## config.mk

```make
export PLATFORM = sky130hd
export DESIGN_NAME = dmem_access_ctrl
export DESIGN_NICKNAME = d
export VERILOG_FILES = /design/src/rtl/dmem_access_ctrl.sv
export SDC_FILE = /design/constraint.sdc
export NUM_CORES = 1
export LEC_CHECK = 0
export ABC_AREA = 1
export BUFFER_PORTS_ARGS = -buffer_cell sky130_fd_sc_hd__buf_2
export CAP_MARGIN = 15
export CORE_UTILIZATION = 30
export CTS_BUF_LIST = sky130_fd_sc_hd__clkbuf_16
export CTS_CLUSTER_DIAMETER = 150
export DETAILED_ROUTE_END_ITERATION = 10
export PLACE_DENSITY = 0.55
export SYNTH_ARGS = -nofsm -noshare
export SYNTH_HDL_FRONTEND = slang
export SYNTH_SLANG_ARGS = --single-unit
```

## constraint.sdc

```tcl
create_clock -name clk -period 1.7 [get_ports clk]
set_clock_uncertainty 0.05 [all_clocks]
set_input_delay 0.17 -clock clk [delete_from_list [all_inputs] [get_ports clk]]
set_output_delay 0.17 -clock clk [all_outputs]
set_load 0.1 [all_outputs]
```

## src/rtl/dmem_access_ctrl.sv

```systemverilog
// rtl/dmem_access_ctrl.sv - memory-stage load/store sequencer for the data-memory bus
//
// Turns the load or store held in EX/MEM into one valid/ready bus transaction,
// stalls the pipeline until the response returns, formats store lanes/strobes,
// extends load data, suppresses misaligned accesses and aborts on bus timeout.
//
// Ports
//   clk, rst_n          pipeline clock, asynchronous active-low reset
//   mem_read_mem        load pending in EX/MEM
//   mem_write_mem       store pending in EX/MEM
//   alu_result_mem      effective byte address
//   rs2_data_mem        unformatted store data
//   mem_load_type_mem   000 LB, 001 LH, 010 LW, 100 LBU, 101 LHU, 111 none
//   mem_store_type_mem  00 SB, 01 SH, 10 SW, 11 none
//   bus_req/bus_we/bus_addr/bus_wdata/bus_wstrb   request channel (valid + payload)
//   bus_ready           request accepted this cycle
//   bus_rsp_valid/bus_rdata                       response channel
//   stall_mem           freeze IF..EX/MEM pipeline registers
//   load_data           extended load result, valid with done
//   done                one-cycle completion pulse (ok or error)
//   misalign_exc        one-cycle pulse: misaligned access suppressed
//   bus_err             one-cycle pulse with done: timeout abort

module dmem_access_ctrl #(
    parameter int unsigned TIMEOUT = 255
) (
    input  logic        clk,
    input  logic        rst_n,
    input  logic        mem_read_mem,
    input  logic        mem_write_mem,
    input  logic [31:0] alu_result_mem,
    input  logic [31:0] rs2_data_mem,
    input  logic [2:0]  mem_load_type_mem,
    input  logic [1:0]  mem_store_type_mem,
    output logic        bus_req,
    output logic        bus_we,
    output logic [31:0] bus_addr,
    output logic [31:0] bus_wdata,
    output logic [3:0]  bus_wstrb,
    input  logic        bus_ready,
    input  logic        bus_rsp_valid,
    input  logic [31:0] bus_rdata,
    output logic        stall_mem,
    output logic [31:0] load_data,
    output logic        done,
    output logic        misalign_exc,
    output logic        bus_err
);

    typedef enum logic [1:0] {
        IDLE = 2'd0,
        REQ  = 2'd1,
        WAIT = 2'd2,
        DONE = 2'd3
    } state_t;

    localparam logic [2:0] LT_LB  = 3'b000;
    localparam logic [2:0] LT_LH  = 3'b001;
    localparam logic [2:0] LT_LW  = 3'b010;
    localparam logic [2:0] LT_LBU = 3'b100;
    localparam logic [2:0] LT_LHU = 3'b101;
    localparam logic [1:0] ST_SB  = 2'b00;
    localparam logic [1:0] ST_SH  = 2'b01;
    localparam logic [1:0] ST_SW  = 2'b10;

    // Last cycle of the REQ+WAIT budget: the counter reads 0 on the first REQ cycle.
    localparam logic [7:0] TMO_LAST = 8'(TIMEOUT - 1);

    state_t      state, state_next;
    logic [7:0]  cnt;
    logic [2:0]  ltype_q;
    logic [1:0]  lo_q;
    logic        err_q;
    logic [31:0] addr_q;
    logic [31:0] wdata_q;
    logic [3:0]  strb_q;
    logic        we_q;
    logic [31:0] load_q;

    // Access decode
    logic load_ok, store_ok, access, is_half, is_word, misaligned;

    always_comb begin
        load_ok = 1'b0;
        if (mem_read_mem) begin
            case (mem_load_type_mem)
                LT_LB, LT_LH, LT_LW, LT_LBU, LT_LHU: load_ok = 1'b1;
                default:                             load_ok = 1'b0;
            endcase
        end
    end

    assign store_ok   = mem_write_mem && (mem_store_type_mem != 2'b11);
    assign access     = load_ok || store_ok;
    assign is_half    = load_ok ? (mem_load_type_mem[1:0] == 2'b01) : (mem_store_type_mem == ST_SH);
    assign is_word    = load_ok ? (mem_load_type_mem == LT_LW)      : (mem_store_type_mem == ST_SW);
    assign misaligned = access && ((is_half && alu_result_mem[0]) ||
                                   (is_word && (alu_result_mem[1:0] != 2'b00)));

    // Store lane formatting; reads carry no data and no strobes.
    logic [31:0] fmt_wdata;
    logic [3:0]  fmt_strb;

    always_comb begin
        fmt_wdata = 32'h0;
        fmt_strb  = 4'b0000;
        if (store_ok) begin
            case (mem_store_type_mem)
                ST_SB: begin
                    fmt_wdata = {4{rs2_data_mem[7:0]}};
                    fmt_strb  = 4'b0001 << alu_result_mem[1:0];
                end
                ST_SH: begin
                    fmt_wdata = {2{rs2_data_mem[15:0]}};
                    fmt_strb  = 4'b0011 << alu_result_mem[1:0];
                end
                default: begin
                    fmt_wdata = rs2_data_mem;
                    fmt_strb  = 4'b1111;
                end
            endcase
        end
    end

    // Load extraction from the latched low address bits and load type.
    logic [31:0] rd_shift;
    logic [7:0]  rd_byte;
    logic [15:0] rd_half;
    logic [31:0] ext_data;

    assign rd_shift = bus_rdata >> {lo_q, 3'b000};
    assign rd_byte  = rd_shift[7:0];
    assign rd_half  = lo_q[1] ? bus_rdata[31:16] : bus_rdata[15:0];

    always_comb begin
        case (ltype_q)
            LT_LB:   ext_data = {{24{rd_byte[7]}}, rd_byte};
            LT_LH:   ext_data = {{16{rd_half[15]}}, rd_half};
            LT_LBU:  ext_data = {24'h0, rd_byte};
            LT_LHU:  ext_data = {16'h0, rd_half};
            default: ext_data = bus_rdata;
        endcase
    end

    logic timeout_hit;
    assign timeout_hit = (cnt == TMO_LAST);

    // Next-state logic
    logic accept, capture, abort;

    always_comb begin
        state_next = state;
        accept     = 1'b0;
        capture    = 1'b0;
        abort      = 1'b0;
        case (state)
            IDLE: begin
                if (access && !misaligned) begin
                    accept     = 1'b1;
                    state_next = REQ;
                end
            end
            REQ: begin
                // Timeout wins over a same-cycle ready so the budget is never overrun.
                if (timeout_hit) begin
                    abort      = 1'b1;
                    state_next = DONE;
                end else if (bus_ready) begin
                    state_next = WAIT;
                end
            end
            WAIT: begin
                // A response that arrives on the last budget cycle is still taken.
                if (bus_rsp_valid) begin
                    capture    = 1'b1;
                    state_next = DONE;
                end else if (timeout_hit) begin
                    abort      = 1'b1;
                    state_next = DONE;
                end
            end
            default: state_next = IDLE;
        endcase
    end

    always_ff @(posedge clk or negedge rst_n) begin
        if (!rst_n) begin
            state <= IDLE;
        end else begin
            state <= state_next;
        end
    end

    always_ff @(posedge clk or negedge rst_n) begin
        if (!rst_n) begin
            cnt     <= 8'h0;
            err_q   <= 1'b0;
            ltype_q <= 3'b111;
            lo_q    <= 2'b00;
            addr_q  <= 32'h0;
            wdata_q <= 32'h0;
            strb_q  <= 4'b0000;
            we_q    <= 1'b0;
            load_q  <= 32'h0;
        end else begin
            if (accept) begin
                cnt     <= 8'h0;
                err_q   <= 1'b0;
                ltype_q <= load_ok ? mem_load_type_mem : 3'b111;
                lo_q    <= alu_result_mem[1:0];
                addr_q  <= {alu_result_mem[31:2], 2'b00};
                wdata_q <= fmt_wdata;
                strb_q  <= fmt_strb;
                we_q    <= store_ok;
            end else if (state == REQ || state == WAIT) begin
                cnt <= cnt + 8'd1;
            end
            if (abort) begin
                err_q  <= 1'b1;
                load_q <= 32'h0;
            end else if (capture && !we_q) begin
                load_q <= ext_data;
            end
        end
    end

    // Outputs. The combinational stall/exception terms are gated by rst_n so
    // that every output reads zero while reset is held, even with an access present.
    assign bus_req      = (state == REQ);
    assign bus_we       = we_q;
    assign bus_addr     = addr_q;
    assign bus_wdata    = wdata_q;
    assign bus_wstrb    = strb_q;
    assign load_data    = load_q;
    assign done         = (state == DONE);
    assign bus_err      = (state == DONE) && err_q;
    assign misalign_exc = rst_n && (state == IDLE) && misaligned;
    assign stall_mem    = rst_n && ((state == REQ) || (state == WAIT) ||
                                    ((state == IDLE) && access && !misaligned));

endmodule

```

======== Word level (Yosys, flattened, before mapping) ========
Cells that the tools add are included.
storage, ports and cells
  register bits ........................... 115
  input bits .............................. 107
  output and inout bits ................... 106
operators by class
  add/subtract/negate cells ............... 1
  equality and inequality tests ........... 18
  shift operators ......................... 3
  mux-type cells .......................... 30
  reductions and logical operators ........ 28
operators with widths
  kind                                           number
  one-hot mux 32 bit (4 select lines)            1
  2-to-1 mux 32 bit                              3
  one-hot mux 32 bit (2 select lines)            1
  >> shifter 32 x 5 -> 8 bit                     1
  2-to-1 mux 16 bit                              1
  2-to-1 mux 8 bit                               2
  == test 3 bit, second input constant           4
  logical AND 1 bit                              12
  2-to-1 mux 1 bit                               12
  2-to-1 mux 2 bit                               5
  adder 8 x 1 -> 8 bit, second input constant    1
  == test 8 bit, second input constant           1
  one-hot mux 4 bit (2 select lines)             1
  nonzero test 2 bit                             4
  == test 2 x 1 -> 1 bit, second input constant  3
  == test 2 bit, second input constant           3
  == test 3 x 1 -> 1 bit, second input constant  2
  zero test 3 bit                                2
  one-hot mux 2 bit (3 select lines)             1
  OR reduction 5 bit                             1
  zero test 2 bit                                2
  logical OR 1 bit                               4
  2-to-1 mux 4 bit                               1
  inequality test 2 bit, second input constant   2
  other kinds (9)                                10

======== Logic depth before layout (Yosys ltp) ========
  depth after elaboration ................. 14
  depth in mapped cells ................... 11

======== Least setup slack after synthesis ========
Ideal clock, no wire load.
  path type ............................... register to output
  from .................................... reg state[0]
  to ...................................... out stall_mem
  arrival time ............................ 3.191 ns
  slack ................................... -1.711 ns
  cell stages (with the launch flop) ...... 8
  path buffers ............................ 1
  path through ............................ dfrtp_1 -> inv_1 -> ha_1 -> nand2_1 -> inv_2 -> nand3_4 -> buf_4 -> a21boi_0
on the way
  longest elaborated chain between the ends .. 5
RTL lines
  element                         RTL line  RTL
  from (decl)                     69        state_t state, state_next;
  from (signal assigned)          190       state <= state_next;
  zero test 2 bit                 239       ((state == IDLE) && access && !misaligned));
  logical AND 1 bit (2 in a row)  239
  logical OR 1 bit (*)            238       assign stall_mem = rst_n && ((state == REQ) || (state == WAIT) ||
  logical AND 1 bit (*)           238
  to (decl)                       43        output logic stall_mem,
Every way passes the cells marked *; elsewhere a longest branch is shown, timed or not.

======== Final worst setup path ========
Same ends and word-level chain as after synthesis.

==> qor.yml <==
grt.overflow.total: 0
clock.fmax_mhz: 545
fin_ws_ns: -0.134
synth_cell_types: 30
dp_hpwl_um: 12300
synth-edff-count: 0
cts_tree: "done"
numCtsBuffers: 17
path_class: "register to output port"
drt_first_pass_iters: 9
synth_seq_area_share_pct: 51.0
hold_viol_final: 0
rows: 49
fp.dieW_um: 139
min_period_ns: 1.83
fin_tns_setup_ns: -5.97
finalCritPeriodShare_pct: 108
netlist_area_um2: 5650
cts.sinks: 115
antenna_found_initial: 2
syn_to_final_growth_pct: 59.6
wl_um: 19000
fp.dieArea_um2: 19400
grt_usage_pct: 20.0
drc_errors: 14
n_fill_cell: 1736
drv_cap: 0
synth.top_cell.area_share_pct: 49.6
gr-usage-met3_pct: 6.01
ioPinCount: 213
grt_max_degree: 93
root_buffer: "clkbuf_16"
wl_per_cell_um: 14.5
violations: "DRC, setup timing"
core_area_um2: 18200
critPathLaunchType: "register"
end_kind: "output port"
syn_avg_cell_area_um2: 7.66
ys_ff_latch: 115
slew_violations: 0
critical_path_required_ns: 1.48
cts.reportedPaths.clkPinSlew_ns: 0.05
cts_buffer_depth: 2
holdCritPathClass: "input pin to register"
portBuffers: 210
initial_core_util_pct: 31.0
clk-insertion-delay-late_ns: 0.42
grt_pass1_wl_um: 30400
crit_fanout: 3
postSynthCellCount: 737
setup_violations: 85
synth-main-ff-cell: "dfrtp_1"
drive_above_1_share_pct: 32.6
viasPerCell: 4.65
die_h_um: 139
htree_levels: 4
worstMarginPinSlew_ns: 0.516
async_reset_ff_share_pct: 100
crit_arrival_ns: 1.61
gr-usage-met1_pct: 24.1
gp_routability_congestion: 0.815
max-slew-margin-rel_pct: 65.6
num_antenna_cells: 0
grt_setup_unrepaired: "yes"
drt_iter0_drc: 299
layout.nets: 1178
drtAntennaViolNets: 0
ys.warnings.count: 0
outcome: "finished, violations left"
netlist_top_cells_count: "nand2_1, dfrtp_1, nor2_1"
synth_most_common_cell: "nand2_1"
synth_top_area_cell: "dfrtp_1"
vias: 6083
use_met2_pct: 33.8
grt_pass1_vias: 6036
synth.area.top_cells: "dfrtp_1, nand2_1, nor2_1"
grt.busiest_layer: "met2"
rrSetupSlack_ns: -0.12
-- stage by stage --
stage	setup WS (ns)	std cells	hold WS, ns	area, um2	util [%]
after floorplan	-0.131	738	-0.176	5690	-
after global placement	-0.143	1180	0.201	7260	39.9
after detailed placement	-0.227	1180	0.193	7260	39.9
after CTS	-0.153	1295	0.00206	8750	48.1
after global routing	-0.225	1307	0.0487	9010	49.5
final	-0.134	1307	0.0187	9010	49.5
-- what timing repair did --
action                                  in CTS  in global routing
hold buffers                                74                  1
cloned                                       2                  3
pin swaps                                    5                  9
resized for setup                           25                 34
hold endpoints to repair                   185                  1
setup buffers                                7                  8
endpoints found under the setup margin      31                 48
-- path summary, 6_finish.rpt --
check                                  from       endpoint  cells after the start
hold / removal             rs2_data_mem[16]  bus_wdata[16]                      5
hold reg to reg                bus_wdata[5]   bus_wdata[5]                      2
max in group asynchronous             rst_n   bus_addr[31]                      3
min in group asynchronous             rst_n   bus_wdata[3]                      3
setup / recovery                   state[0]      stall_mem                      7
setup reg to reg                   state[0]  bus_wdata[15]                     11
-- layout make-up --
| cell class | instances | area, um2 | share of cell area, % |
|---|---|---|---|
| Clock buffer | 17 | 425 | 4.72 |
| Clock inverter | 15 | 158 | 1.75 |
| Inverter | 40 | 154 | 1.71 |
| Multi-Input combinational cell | 548 | 2610 | 29.0 |
| Sequential cell | 115 | 2880 | 32.0 |
| Tap cell | 229 | 287 | 3.18 |
| Timing Repair Buffer | 343 | 2490 | 27.7 |
-- flip-flops by register name, indices dropped and copies added, names as in the netlist --
| register | flops |
|---|---|
| bus_addr | 30 |
| bus_wdata | 32 |
| bus_we | 1 |
| bus_wstrb | 4 |
| cnt | 8 |
| err_q | 1 |
| lo_q | 2 |
| load_data | 32 |
| ltype_q | 3 |
| state | 2 |
-- critical path, cell delays in order, from the launching register on --
cell and delay [ns]:
dfrtp_1 0.40, inv_2 0.10, ha_4 0.16, nand2_2 0.05, inv_2 0.07, nand3_4 0.08
a21boi_4 0.16, buf_12 0.19
-- per-layer routing --
metal | routed length [um] | part of all wire (%) | vias to the layer above
met4 | 277 | 1.5 | 4
met3 | 1280 | 6.8 | 29
met1 | 8190 | 43 | 2841
li1 | - | - | 3003
met2 | 9170 | 48 | 206
met5 | 28 | 0.15 | -
-- cells in the final DEF (no fill, tap or decap), types with 2 or more instances in the layout --
| cell | synthesis | final |
|---|---|---|
| o21ai_0 | 37 | 25 |
| nand3b_1 | 5 | 5 |
| dlygate4sd3_1 | 0 | 75 |
| o22ai_1 | 8 | 8 |
| clkinv_4 | 0 | 2 |
| buf_12 | 0 | 12 |
| nand3_2 | 0 | 2 |
| clkbuf_16 | 0 | 20 |
| nand2_4 | 0 | 2 |
| clkinv_1 | 3 | 4 |
| nor2_4 | 1 | 3 |
| a21oi_1 | 12 | 12 |
| dfstp_2 | 3 | 3 |
| o211ai_1 | 20 | 20 |
| nor2_2 | 2 | 4 |
| ha_1 | 6 | 2 |
| dfrtp_1 | 112 | 111 |
| conb_1 | 1 | 2 |
| nor2_1 | 78 | 74 |
| inv_1 | 34 | 29 |
| ha_4 | 0 | 3 |
| buf_4 | 13 | 45 |
| clkinvlp_4 | 0 | 6 |
| bufinv_16 | 0 | 2 |
| nand2_2 | 4 | 7 |
| buf_2 | 10 | 204 |
| nand2_8 | 0 | 2 |
| inv_6 | 0 | 4 |
| nand2_1 | 302 | 296 |
| buf_6 | 0 | 2 |
| inv_2 | 3 | 8 |
| o21ai_1 | 6 | 7 |
| o21ai_2 | 0 | 11 |
| nor3_1 | 2 | 2 |
| nand3_1 | 54 | 52 |
-- cell families after synthesis --
logic type / count (synthesis) / synth area share [%]
flip-flops: 115 / 51.0
other: 1 / 0.0664
XOR/XNOR: 2 / 0.310
adder cells (fa/ha/maj): 6 / 1.33
AND/OR/NAND/NOR: 453 / 32.6
buffers and inverters: 76 / 6.14
AO/OA/AOI/OAI: 84 / 8.55
Power is left out: the tool's default activity adds up to more than one toggle a clock period on the data nets, which glitch-free logic cannot reach.
